## config.mk

```make
export PLATFORM = sky130hd
export DESIGN_NAME = fp_divide_iterative
export DESIGN_NICKNAME = d
export VERILOG_FILES = /design/src/rtl/fp_divide_iterative.sv
export SDC_FILE = /design/constraint.sdc
export NUM_CORES = 1
export LEC_CHECK = 0
export CORE_UTILIZATION = 40
export DETAILED_ROUTE_END_ITERATION = 16
export DONT_BUFFER_PORTS = 1
export GPL_TIMING_DRIVEN = 0
export PLACE_DENSITY_LB_ADDON = 0.05
export RECOVER_POWER = 50
export REMOVE_ABC_BUFFERS = 1
export SLEW_MARGIN = 25
export SYNTH_ARGS = -nofsm -noshare
export SYNTH_HDL_FRONTEND = slang
export SYNTH_SLANG_ARGS = --single-unit
```

## constraint.sdc

```tcl
create_clock -name clk -period 11.85 [get_ports clk]
set_clock_uncertainty 0.1 [all_clocks]
set_input_delay 2.37 -clock clk [delete_from_list [all_inputs] [get_ports clk]]
set_output_delay 2.37 -clock clk [all_outputs]
set_load 0.02 [all_outputs]
```

## src/rtl/fp_divide_iterative.sv

```systemverilog
// fp_divide_iterative
//   Single-precision IEEE-754 divider, out = in1 / in2.
//   The mantissa quotient comes from a radix-2 restoring loop that produces
//   one quotient bit per cycle. An FSM with states IDLE, DIV, ROUND and
//   SPECIAL sequences each operation. Only one operation is in flight at a time.
//   Denormal inputs are flushed to a zero of the same sign.
//
// Handshake: an operand set is accepted on a rising edge where in_ready=1
//   (the FSM is in IDLE) and valid_data_in=1. valid_data_in is ignored while
//   busy and is not queued. The result is presented with a one-cycle
//   valid_data_out pulse. out and the flags hold until the next result.
//
// Parameters:
//   EARLY_SPECIAL  1: special operands finish in 1 cycle through SPECIAL.
//                  0: special operands run the full DIV/ROUND sequence and
//                     override the result in ROUND (27 cycles for every op).
//
// Optional feature macro: FP_DIV_FLUSH_EN
//   When defined, a flush input exists. flush=1 outside IDLE aborts the
//   operation at the next edge without a result. flush=1 in IDLE blocks
//   an accept.
//
// Ports:
//   clk, rst           clock; asynchronous active-high reset
//   valid_data_in      operand strobe
//   in_ready           high while IDLE (combinational from state)
//   in1, in2           dividend, divisor
//   rounding_mode      0 RNE, 1 RTZ, 2 RDN, 3 RUP, 4 RMM; others act as RTZ
//   flush              abort (FP_DIV_FLUSH_EN only)
//   out                result
//   overflow, underflow, inexact, invalid_operation, divide_by_zero  flags
//   valid_data_out     one-cycle result pulse
module fp_divide_iterative #(
  parameter int unsigned EARLY_SPECIAL = 1
) (
  input  logic        clk,
  input  logic        rst,
  input  logic        valid_data_in,
  output logic        in_ready,
  input  logic [31:0] in1,
  input  logic [31:0] in2,
  input  logic [2:0]  rounding_mode,
`ifdef FP_DIV_FLUSH_EN
  input  logic        flush,
`endif
  output logic [31:0] out,
  output logic        overflow,
  output logic        underflow,
  output logic        inexact,
  output logic        invalid_operation,
  output logic        divide_by_zero,
  output logic        valid_data_out
);

  typedef enum logic [1:0] {S_IDLE, S_DIV, S_ROUND, S_SPECIAL} state_t;

  localparam logic [2:0] RM_RNE = 3'd0;
  localparam logic [2:0] RM_RTZ = 3'd1;
  localparam logic [2:0] RM_RDN = 3'd2;
  localparam logic [2:0] RM_RUP = 3'd3;
  localparam logic [2:0] RM_RMM = 3'd4;

  state_t             state_q;
  logic [4:0]         cnt_q;
  logic [25:0]        r_q;
  logic [23:0]        b_q;
  logic [25:0]        q_q;
  logic signed [9:0]  e_q;
  logic               sign_q;
  logic [2:0]         rm_q;
  logic               spec_q;
  logic [31:0]        spec_res_q;
  logic               spec_uf_q;
  logic               spec_inv_q;
  logic               spec_dbz_q;

  logic flush_act;
`ifdef FP_DIV_FLUSH_EN
  assign flush_act = flush;
`else
  assign flush_act = 1'b0;
`endif

  assign in_ready = (state_q == S_IDLE);

  // Operand classification (combinational on in1/in2)
  logic [7:0]  ea, eb;
  logic [22:0] ma, mb;
  logic        a_zero, b_zero, a_inf, b_inf, a_nan, b_nan, sign_d;
  assign ea     = in1[30:23];
  assign eb     = in2[30:23];
  assign ma     = in1[22:0];
  assign mb     = in2[22:0];
  assign a_zero = (ea == 8'd0);          // includes flushed denormals
  assign b_zero = (eb == 8'd0);
  assign a_inf  = (ea == 8'hFF) && (ma == 23'd0);
  assign b_inf  = (eb == 8'hFF) && (mb == 23'd0);
  assign a_nan  = (ea == 8'hFF) && (ma != 23'd0);
  assign b_nan  = (eb == 8'hFF) && (mb != 23'd0);
  assign sign_d = in1[31] ^ in2[31];

  logic        sp_hit, sp_inv, sp_dbz, sp_uf;
  logic [31:0] sp_res;
  always_comb begin
    sp_hit = 1'b1;
    sp_inv = 1'b0;
    sp_dbz = 1'b0;
    sp_res = 32'd0;
    sp_uf  = (a_zero && ma != 23'd0) || (b_zero && mb != 23'd0);
    if (a_nan && ma[22])                        sp_res = in1;
    else if (b_nan && mb[22])                   sp_res = in2;
    else if (a_nan) begin sp_res = in1 | 32'h0040_0000; sp_inv = 1'b1; end
    else if (b_nan) begin sp_res = in2 | 32'h0040_0000; sp_inv = 1'b1; end
    else if ((a_zero && b_zero) || (a_inf && b_inf)) begin
      sp_res = {sign_d, 31'h7FC0_0000};
      sp_inv = 1'b1;
    end
    else if (a_inf)                             sp_res = {sign_d, 8'hFF, 23'd0};
    else if (b_inf || a_zero)                   sp_res = {sign_d, 31'd0};
    else if (b_zero) begin
      sp_res = {sign_d, 8'hFF, 23'd0};
      sp_dbz = 1'b1;
    end
    else                                        sp_hit = 1'b0;
  end

  // Pre-normalise so the quotient always lies in [1,2): the first quotient
  // bit is then the hidden 1.
  logic [23:0]       a_man, b_man;
  logic              a_lt;
  logic [25:0]       r_init;
  logic signed [9:0] e_init;
  assign a_man  = {1'b1, ma};
  assign b_man  = {1'b1, mb};
  assign a_lt   = (a_man < b_man);
  assign r_init = a_lt ? {1'b0, a_man, 1'b0} : {2'b00, a_man};
  assign e_init = $signed({2'b00, ea}) - $signed({2'b00, eb}) + 10'sd127
                  - (a_lt ? 10'sd1 : 10'sd0);

  // One restoring-division step
  logic [25:0] b_ext, r_sel, r_step;
  logic        qbit;
  assign b_ext  = {2'b00, b_q};
  assign qbit   = (r_q >= b_ext);
  assign r_sel  = qbit ? (r_q - b_ext) : r_q;
  assign r_step = {r_sel[24:0], 1'b0};

  // Rounding of the finished quotient
  logic              g_bit, r_bit, s_bit, lsb, up, inx;
  logic [24:0]       m_sum;
  logic [22:0]       frac_r;
  logic signed [9:0] e_r;
  logic [31:0]       rnd_out;
  logic              rnd_ov, rnd_uf;
  assign g_bit = q_q[1];
  assign r_bit = q_q[0];
  assign s_bit = (r_q != 26'd0);
  assign lsb   = q_q[2];
  assign inx   = g_bit | r_bit | s_bit;

  always_comb begin
    case (rm_q)
      RM_RNE:  up = g_bit & (r_bit | s_bit | lsb);
      RM_RDN:  up = sign_q & inx;
      RM_RUP:  up = ~sign_q & inx;
      RM_RMM:  up = g_bit;
      default: up = 1'b0;
    endcase
    m_sum = {1'b0, q_q[25:2]} + {24'd0, up};
    if (m_sum[24]) begin
      frac_r = 23'd0;
      e_r    = e_q + 10'sd1;
    end else begin
      frac_r = m_sum[22:0];
      e_r    = e_q;
    end
    rnd_ov  = 1'b0;
    rnd_uf  = 1'b0;
    rnd_out = {sign_q, e_r[7:0], frac_r};
    if (e_r > 10'sd254) begin
      rnd_ov = 1'b1;
      case (rm_q)
        RM_RTZ:  rnd_out = {sign_q, 8'hFE, 23'h7F_FFFF};
        RM_RDN:  rnd_out = sign_q ? 32'hFF80_0000 : 32'h7F7F_FFFF;
        RM_RUP:  rnd_out = sign_q ? 32'hFF7F_FFFF : 32'h7F80_0000;
        default: rnd_out = {sign_q, 8'hFF, 23'd0};
      endcase
    end else if (e_r <= 10'sd0) begin
      rnd_uf  = 1'b1;
      rnd_out = {sign_q, 31'd0};
    end
  end

  always_ff @(posedge clk or posedge rst) begin
    if (rst) begin
      state_q           <= S_IDLE;
      cnt_q             <= 5'd0;
      r_q               <= 26'd0;
      b_q               <= 24'd0;
      q_q               <= 26'd0;
      e_q               <= 10'sd0;
      sign_q            <= 1'b0;
      rm_q              <= 3'd0;
      spec_q            <= 1'b0;
      spec_res_q        <= 32'd0;
      spec_uf_q         <= 1'b0;
      spec_inv_q        <= 1'b0;
      spec_dbz_q        <= 1'b0;
      out               <= 32'd0;
      overflow          <= 1'b0;
      underflow         <= 1'b0;
      inexact           <= 1'b0;
      invalid_operation <= 1'b0;
      divide_by_zero    <= 1'b0;
      valid_data_out    <= 1'b0;
    end else begin
      valid_data_out <= 1'b0;
      case (state_q)
        S_IDLE: begin
          if (valid_data_in && !flush_act) begin
            sign_q     <= sign_d;
            rm_q       <= (rounding_mode > RM_RMM) ? RM_RTZ : rounding_mode;
            spec_q     <= sp_hit;
            spec_res_q <= sp_res;
            spec_uf_q  <= sp_uf;
            spec_inv_q <= sp_inv;
            spec_dbz_q <= sp_dbz;
            r_q        <= r_init;
            b_q        <= b_man;
            q_q        <= 26'd0;
            e_q        <= e_init;
            cnt_q      <= 5'd25;
            state_q    <= (sp_hit && EARLY_SPECIAL != 0) ? S_SPECIAL : S_DIV;
          end
        end
        S_DIV: begin
          if (flush_act) state_q <= S_IDLE;
          else begin
            r_q   <= r_step;
            q_q   <= {q_q[24:0], qbit};
            cnt_q <= cnt_q - 5'd1;
            if (cnt_q == 5'd0) state_q <= S_ROUND;
          end
        end
        S_ROUND, S_SPECIAL: begin
          if (flush_act) state_q <= S_IDLE;
          else begin
            // spec_q is only ever set here in ROUND when EARLY_SPECIAL=0
            if (spec_q) begin
              out               <= spec_res_q;
              overflow          <= 1'b0;
              underflow         <= spec_uf_q;
              inexact           <= 1'b0;
              invalid_operation <= spec_inv_q;
              divide_by_zero    <= spec_dbz_q;
            end else begin
              out               <= rnd_out;
              overflow          <= rnd_ov;
              underflow         <= rnd_uf;
              inexact           <= inx | rnd_ov | rnd_uf;
              invalid_operation <= 1'b0;
              divide_by_zero    <= 1'b0;
            end
            valid_data_out <= 1'b1;
            state_q        <= S_IDLE;
          end
        end
        default: state_q <= S_IDLE;
      endcase
    end
  end

endmodule

```

==> impl_metrics.env, run 1 <==
export IMPL_multi_input_area_sq_mm=0.006545
export IMPL_violations="capacitance limit, slew limit"
export IMPL_grt_pass1_wl_um=52790
export IMPL_ys_seq_area_share_pct=37.27
export IMPL_cts_root_buf="clkbuf_16"
export IMPL_async_flop_share_pct=100.0
export IMPL_antenna_found_initial=0
export IMPL_holdWs_ns=0.3517
export IMPL_cts_buffers=17
export IMPL_synth_xor_area_share_pct=5.263
export IMPL_synth_adder_area_share_pct=7.933
export IMPL_endpoint_kind="flip-flop"
export IMPL_cp_max_fo=23
export IMPL_setup_tns_ns=0
export IMPL_fmax_ghz=0.1439
export IMPL_arrival_ns=7.18
export IMPL_portBuffers=0
export IMPL_post_cts_resized=0
export IMPL_grt_use_met2_pct=36.33
export IMPL_comb_power_share_pct=49.9
export IMPL_synth_area_leaders="dfrtp_1 (37%), ha_1 (7.4%), nand2_1 (5.1%), nor2_1 (3.7%), inv_1 (3.3%)"
export IMPL_synth_top_cell_area_share_pct=37.27
export IMPL_drv_slew=219
export IMPL_first_pass_iters=7
export IMPL_synth_simple_gate_area_share_pct=20.68
export IMPL_drtIter0Drc=591
export IMPL_placed_area_sq_mm=0.01192
export IMPL_rsz0062_at_grt="false"
export IMPL_relSlewSlack_pct=-154.1
export IMPL_synthCells=1343
export IMPL_n_fill_cell=2822
export IMPL_synth_top_family_by_area="simple AND/OR/NAND/NOR gates"
export IMPL_hold_path_class="reg -> reg"
export IMPL_syn_cell_area_sq_mm=0.01148
export IMPL_clk_pin_slew_worst_paths_ns=0.08
export IMPL_grt_start_max_net_pins=93
export IMPL_max_clock_path_buffers=2
export IMPL_min_period_ns=6.952
export IMPL_ys_ff_latch=171
export IMPL_critPathKind="in -> reg"
export IMPL_p_switching_mw=1.534
export IMPL_cts_setup_buffers=0
export IMPL_synth_compound_area_share_pct=20.02
export IMPL_cp_start_kind="primary input"
export IMPL_worst_endpoint_required_ns=12.08
export IMPL_area_delta_synth_final_pct=8.598
export IMPL_vdd_drop_max_mv=0.1364
export IMPL_power_share_clock_pct=16.7
export IMPL_use_met1_pct=33.08
export IMPL_die_area_sq_mm=0.02939
export IMPL_hold_violations=0
export IMPL_grt_pass1_vias=9070
export IMPL_initial_core_util_pct=40.99
export IMPL_viasPerCell=5.681
export IMPL_yosysWarnings=0
export IMPL_status="finished with violations"
export IMPL_final_setup_viol_count=0
export IMPL_place_gp_congestion=0.8313
export IMPL_dieHeight_um=171.4
export IMPL_hpwl_um=24610
export IMPL_sw_frac_of_total_pct=44.53
export IMPL_yosysUniqueCellTypes=73
export IMPL_ios=109
export IMPL_synth_largest_area_cell="dfrtp_1"
export IMPL_drive_gt1_share_pct=5.215
export IMPL_synthFlopType="dfrtp_1"
export IMPL_num_rows=61
export IMPL_grt_total_usage_pct=23.41
export IMPL_ant_nets=0
export IMPL_syn_area_per_cell_sq_um=8.550
export IMPL_grt_busiest_layer="met2"
export IMPL_cts_tree="built"
export IMPL_wirelength_um=33540
export IMPL_cellPowerDensity_mw_per_mm2=276.2
export IMPL_cts_hold_buf=0
export IMPL_die_x_um=171.4
export IMPL_wl_per_cell_um=19.94
export IMPL_drc_errors=0
export IMPL_coreArea_sq_mm=0.02801
export IMPL_finalInstanceArea_sq_mm=0.01247
export IMPL_htree_levels=4
export IMPL_worst_pin_slew_ns=3.791
export IMPL_fin_nets=1432
export IMPL_drv_cap=4
export IMPL_regArea_sq_mm=0.004279
export IMPL_synthMuxAreaShare_pct=2.746
export IMPL_clk_latency_ns=0.44
export IMPL_p_int_mw=1.910
export IMPL_grt_util_met3_pct=4.326
export IMPL_p_seq_share_pct=33.4
export IMPL_clock_sinks=171
export IMPL_grt_overflow=0
export IMPL_p_leak_nw=5.599
export IMPL_synth_edff_count=0
export IMPL_fin_util_pct=44.52
export IMPL_antenna_cells=0
export IMPL_dr_total_vias=9556
export IMPL_fin_crit_sh_pct=58.66
## flip-flops by register name (all words and copies together), names as in the netlist, 2 cells and up
register    flops
state_q         2
q_q            26
e_q            10
cnt_q           5
out            32
r_q            26
b_q            24
spec_res_q     32
rm_q            3
## layout make-up
cell class | instances | share of cell area, %
timing repair buffer | 10 | 1.575
tap | 378 | 3.793
multi-input combinational | 991 | 52.49
sequential | 171 | 34.32
clock buffer | 19 | 3.632
inverter | 100 | 3.020
clock inverter | 13 | 1.174
## per-stage QoR
| step | power [mW] | setup slack [ns] | instances |
|---|---|---|---|
| floorplan | 2.416 | 4.748 | 1262 |
| global placement | 2.829 | 2.342 | 1640 |
| detailed placement | 2.882 | 4.437 | 1650 |
| CTS | 3.470 | 4.885 | 1682 |
| global route | 3.731 | 4.595 | 1682 |
| finish | 3.444 | 4.898 | 1682 |
## placed cells by master, fill, tap and decap left out, types with 23 or more instances in the layout
master,count
dfrtp_1,171
nand2_1,155
nor2_1,113
inv_1,99
o21ai_0,75
ha_1,68
nand3_1,62
a21oi_1,53
xnor2_1,39
xor2_1,30
nor3_1,29
a211oi_1,28
mux2i_1,27
a221oi_1,26
a31oi_1,23
## cells by family after synthesis
family / count (synthesis)
XOR/XNOR: 69
AO/OA/AOI/OAI: 330
adder cells (fa/ha/maj): 71
flip-flops: 171
buffers and inverters: 181
AND/OR/NAND/NOR: 490
multiplexers: 31
## critical path, cell delays in order
cell and delay (ns):
inv_1 0.02, ha_1 0.18, or4_1 0.51, a21oi_1 0.12, o21ai_0 0.28, a211oi_4 0.53
buf_6 0.23, and2_1 0.83, inv_1 0.21, ha_1 0.27, ha_1 0.21, fa_1 0.40
a21oi_1 0.14, nor2_1 0.05, nor2_1 0.16, o21bai_1 0.09, a21oi_1 0.21, nor2b_1 0.07
o41ai_1 0.28
## power groups by stage
stage          clock, mW  sequential, mW  combinational [mW]
2_1_floorplan          0            1.08                1.34
4_1_cts            0.592            1.15                1.73
6_report           0.574            1.15                1.72
5_1_grt            0.612            1.19                1.93
3_5_place_dp           0            1.16                1.72
3_3_place_gp           0            1.16                1.67
## final timing paths
check                      slack, ns                       end           startpoint  depth (start not counted)
min                             0.35       b_q[23]$_DFFE_PP0P_  b_q[23]$_DFFE_PP0P_                          2
max                             4.90        e_q[9]$_DFFE_PP0P_               in2[5]                         19
max reg2reg                     6.58       out[22]$_DFFE_PP0P_  rm_q[1]$_DFFE_PP0P_                         17
max in group asynchronous       7.11        r_q[0]$_DFFE_PP0P_                  rst                          1
min reg2reg                     0.35       b_q[23]$_DFFE_PP0P_  b_q[23]$_DFFE_PP0P_                          2
min in group asynchronous       2.81  valid_data_out$_DFF_PP0_                  rst                          1
## routing by layer
metal / share of wire (%) / routed length (um)
met5: 0 / 0
met4: 2.0 / 660
met3: 4.2 / 1420
met2: 45 / 15140
met1: 49 / 16310
## cells in the mapped netlist (all sizes together) (23+ instances only)
cell	instances
dfrtp	171
nand2	155
nor2	114
inv	100
o21ai	76
ha	68
nand3	62
clkbuf	61
a21oi	53
xnor2	39
xor2	30
a211oi	29
nor3	29
mux2i	27
a221oi	26
nor4	24
a31oi	23
Note: power is estimated with default switching activity, not from simulation.
==> inputs of run 2 (changes only) <==
Clock period 11.85 ns to 6.9 ns, I/O delays scaled along.
==> run 2 against run 1 <==
Effect of this change:
- the flow still finishes with violations (capacitance limit, slew limit)
- sequential share of layout area grew 0.14 points
- sequential power rose by 72%
- global-route usage did not move
- clock-buffer cell count is the same
- clock power is 72% higher
- combinational power up 71%
- die area did not move
- first-iteration DRC count shrank 6.6%
- worst hold slack barely moved
- critical path depth unchanged
- non-clock buffer count unchanged
- design area shrank 0.41%
- critical path type unchanged
- largest cell class unchanged
- largest power group unchanged
==> impl_metrics.env, run 2 (same netlist as run 1, synthesis figures left out) <==
export IMPL_cts_hold_buf=0
export IMPL_hold_violations=0
export IMPL_holdWs_ns=0.3519
export IMPL_layout_cells_most_common="dfrtp_1"
export IMPL_relSlewSlack_pct=-147.8
export IMPL_violations="capacitance limit, slew limit"
export IMPL_clk_pin_slew_worst_paths_ns=0.08
export IMPL_grt_pass1_vias=9070
export IMPL_viasPerCell=5.697
export IMPL_post_cts_resized=0
export IMPL_grt_pass1_wl_um=52790
export IMPL_cellPowerDensity_mw_per_mm2=475.2
export IMPL_grt_overflow=0
export IMPL_comb_power_share_pct=49.8
export IMPL_min_path_cells=2
export IMPL_setup_ws_ns=0.9308
export IMPL_first_pass_iters=5
export IMPL_critPathKind="in -> reg"
export IMPL_coreArea_sq_mm=0.02801
export IMPL_grt_start_max_net_pins=93
export IMPL_antenna_found_initial=0
export IMPL_drc_errors=0
export IMPL_hold_path_class="reg -> reg"
export IMPL_dr_total_vias=9583
export IMPL_top_regs="out (32), spec_res_q (32)"
export IMPL_worst_endpoint_required_ns=7.13
export IMPL_clk_latency_ns=0.44
export IMPL_clock_sinks=171
export IMPL_die_x_um=171.4
export IMPL_final_cell_mix="dfrtp_1 (171), nand2_1 (154), nor2_1 (113)"
export IMPL_fin_nets=1432
export IMPL_die_area_sq_mm=0.02939
export IMPL_max_clock_path_buffers=2
export IMPL_drive_gt1_share_pct=5.138
export IMPL_ant_nets=0
export IMPL_arrival_ns=6.20
export IMPL_vdd_drop_max_mv=0.2341
export IMPL_num_rows=61
export IMPL_wl_per_cell_um=19.97
export IMPL_status="finished with violations"
export IMPL_drtIter0Drc=552
export IMPL_ff2ff_path_depth=17
export IMPL_htree_levels=4
export IMPL_portBuffers=0
export IMPL_dp_cells=1650
export IMPL_hpwl_um=24610
export IMPL_endpoint_kind="flip-flop"
export IMPL_wirelength_um=33600
export IMPL_rsz0062_at_grt="false"
export IMPL_cp_start_kind="primary input"
export IMPL_drv_slew=335
export IMPL_place_ws_ns=0.4768
export IMPL_layoutNonFillerInstCount=1682
export IMPL_cp_max_fo=23
export IMPL_cts_root_buf="clkbuf_16"
export IMPL_worst_pin_slew_ns=3.697
export IMPL_p_leak_nw=5.569
export IMPL_cts_setup_buffers=0
export IMPL_drv_cap=6
export IMPL_area_delta_synth_final_pct=8.151
export IMPL_ios=109
export IMPL_cts_tree="built"
export IMPL_dieHeight_um=171.4
export IMPL_sw_frac_of_total_pct=44.62
export IMPL_antenna_cells=0
export IMPL_p_total_mw=5.901
export IMPL_placed_area_sq_mm=0.01192
export IMPL_power_share_clock_pct=16.7
export IMPL_place_gp_congestion=0.8313
export IMPL_fin_crit_sh_pct=86.51
export IMPL_cts_buffers=17
export IMPL_fmax_ghz=0.1675
export IMPL_p_switching_mw=2.633
export IMPL_finalInstanceArea_sq_mm=0.01242
export IMPL_initial_core_util_pct=40.99
export IMPL_min_period_ns=5.969
export IMPL_final_setup_viol_count=0
export IMPL_p_seq_share_pct=33.5
export IMPL_p_int_mw=3.268
export IMPL_grt_total_usage_pct=23.41
[run 2: cell count changes in the layout (fill, tap and decap cells not counted)]
cell	delta
buf_16	-2
clkbuf_1	+1
clkbuf_2	+1
nand2_1	-1
nand2_2	+1
nor2b_1	+1
nor2b_4	-1
[run 2: power groups by stage]
| stage | logic [mW] | registers, mW | clock network, mW |
|---|---|---|---|
| 2_1_floorplan | 2.30 | 1.85 | 0 |
| 3_3_place_gp | 2.86 | 2.00 | 0 |
| 3_5_place_dp | 2.95 | 1.99 | 0 |
| 4_1_cts | 2.97 | 1.98 | 1.02 |
| 5_1_grt | 3.30 | 2.04 | 1.05 |
| 6_report | 2.94 | 1.98 | 0.988 |
[run 2: worst paths after layout]
kind | start | end | slack (ns)
worst min-delay path | b_q[23]$_DFFE_PP0P_ | b_q[23]$_DFFE_PP0P_ | 0.35
worst max register to register | rm_q[1]$_DFFE_PP0P_ | out[22]$_DFFE_PP0P_ | 1.63
worst max-delay path | in2[5] | e_q[9]$_DFFE_PP0P_ | 0.93
min in group asynchronous | rst | valid_data_out$_DFF_PP0_ | 1.79
max in group asynchronous | rst | q_q[22]$_DFFE_PP0P_ | 1.37
worst min register to register | b_q[23]$_DFFE_PP0P_ | b_q[23]$_DFFE_PP0P_ | 0.35
[run 2: stage by stage]
stage / setup TNS [ns] / utilization, %
final: 0 / 44.33
after global routing: 0 / 44.33
after CTS: 0 / 44.70
after detailed placement: 0 / 42.56
after global placement: -281.05 / 41.52
after floorplan: 0 / -
[run 2: routing by layer]
metal  routed length, um  track usage [%]  vias to the layer above
li1                    -                -                     4702
met1               16400            33.08                     4673
met2               15160            36.33                      177
met3                1396            4.326                       31
met4                 634            6.522                        0
met5                   0                0                        -
[run 2: cell type report]
| cell class | instances | area (sq um) |
|---|---|---|
| repair buffers | 10 | 150.1 |
| flip-flops and latches | 171 | 4279 |
| inverters | 100 | 376.6 |
| clock buffers | 19 | 452.9 |
| multi-input cells | 991 | 6540 |
| well taps | 378 | 473.0 |
| clock inverters | 13 | 146.4 |
| fillers | 2830 | 15590 |
[run 2: critical path, cell delays in order]
cell and delay (ns):
inv_1 0.02, ha_1 0.18, or4_1 0.51, a21oi_1 0.12, o21ai_0 0.28, a211oi_4 0.53
buf_6 0.23, and2_1 0.82, inv_1 0.23, ha_1 0.28, ha_1 0.21, fa_1 0.40
a21oi_1 0.14, nor2_1 0.05, nor2_1 0.15, o21bai_1 0.09, a21oi_1 0.21, nor2b_1 0.07
o41ai_1 0.28
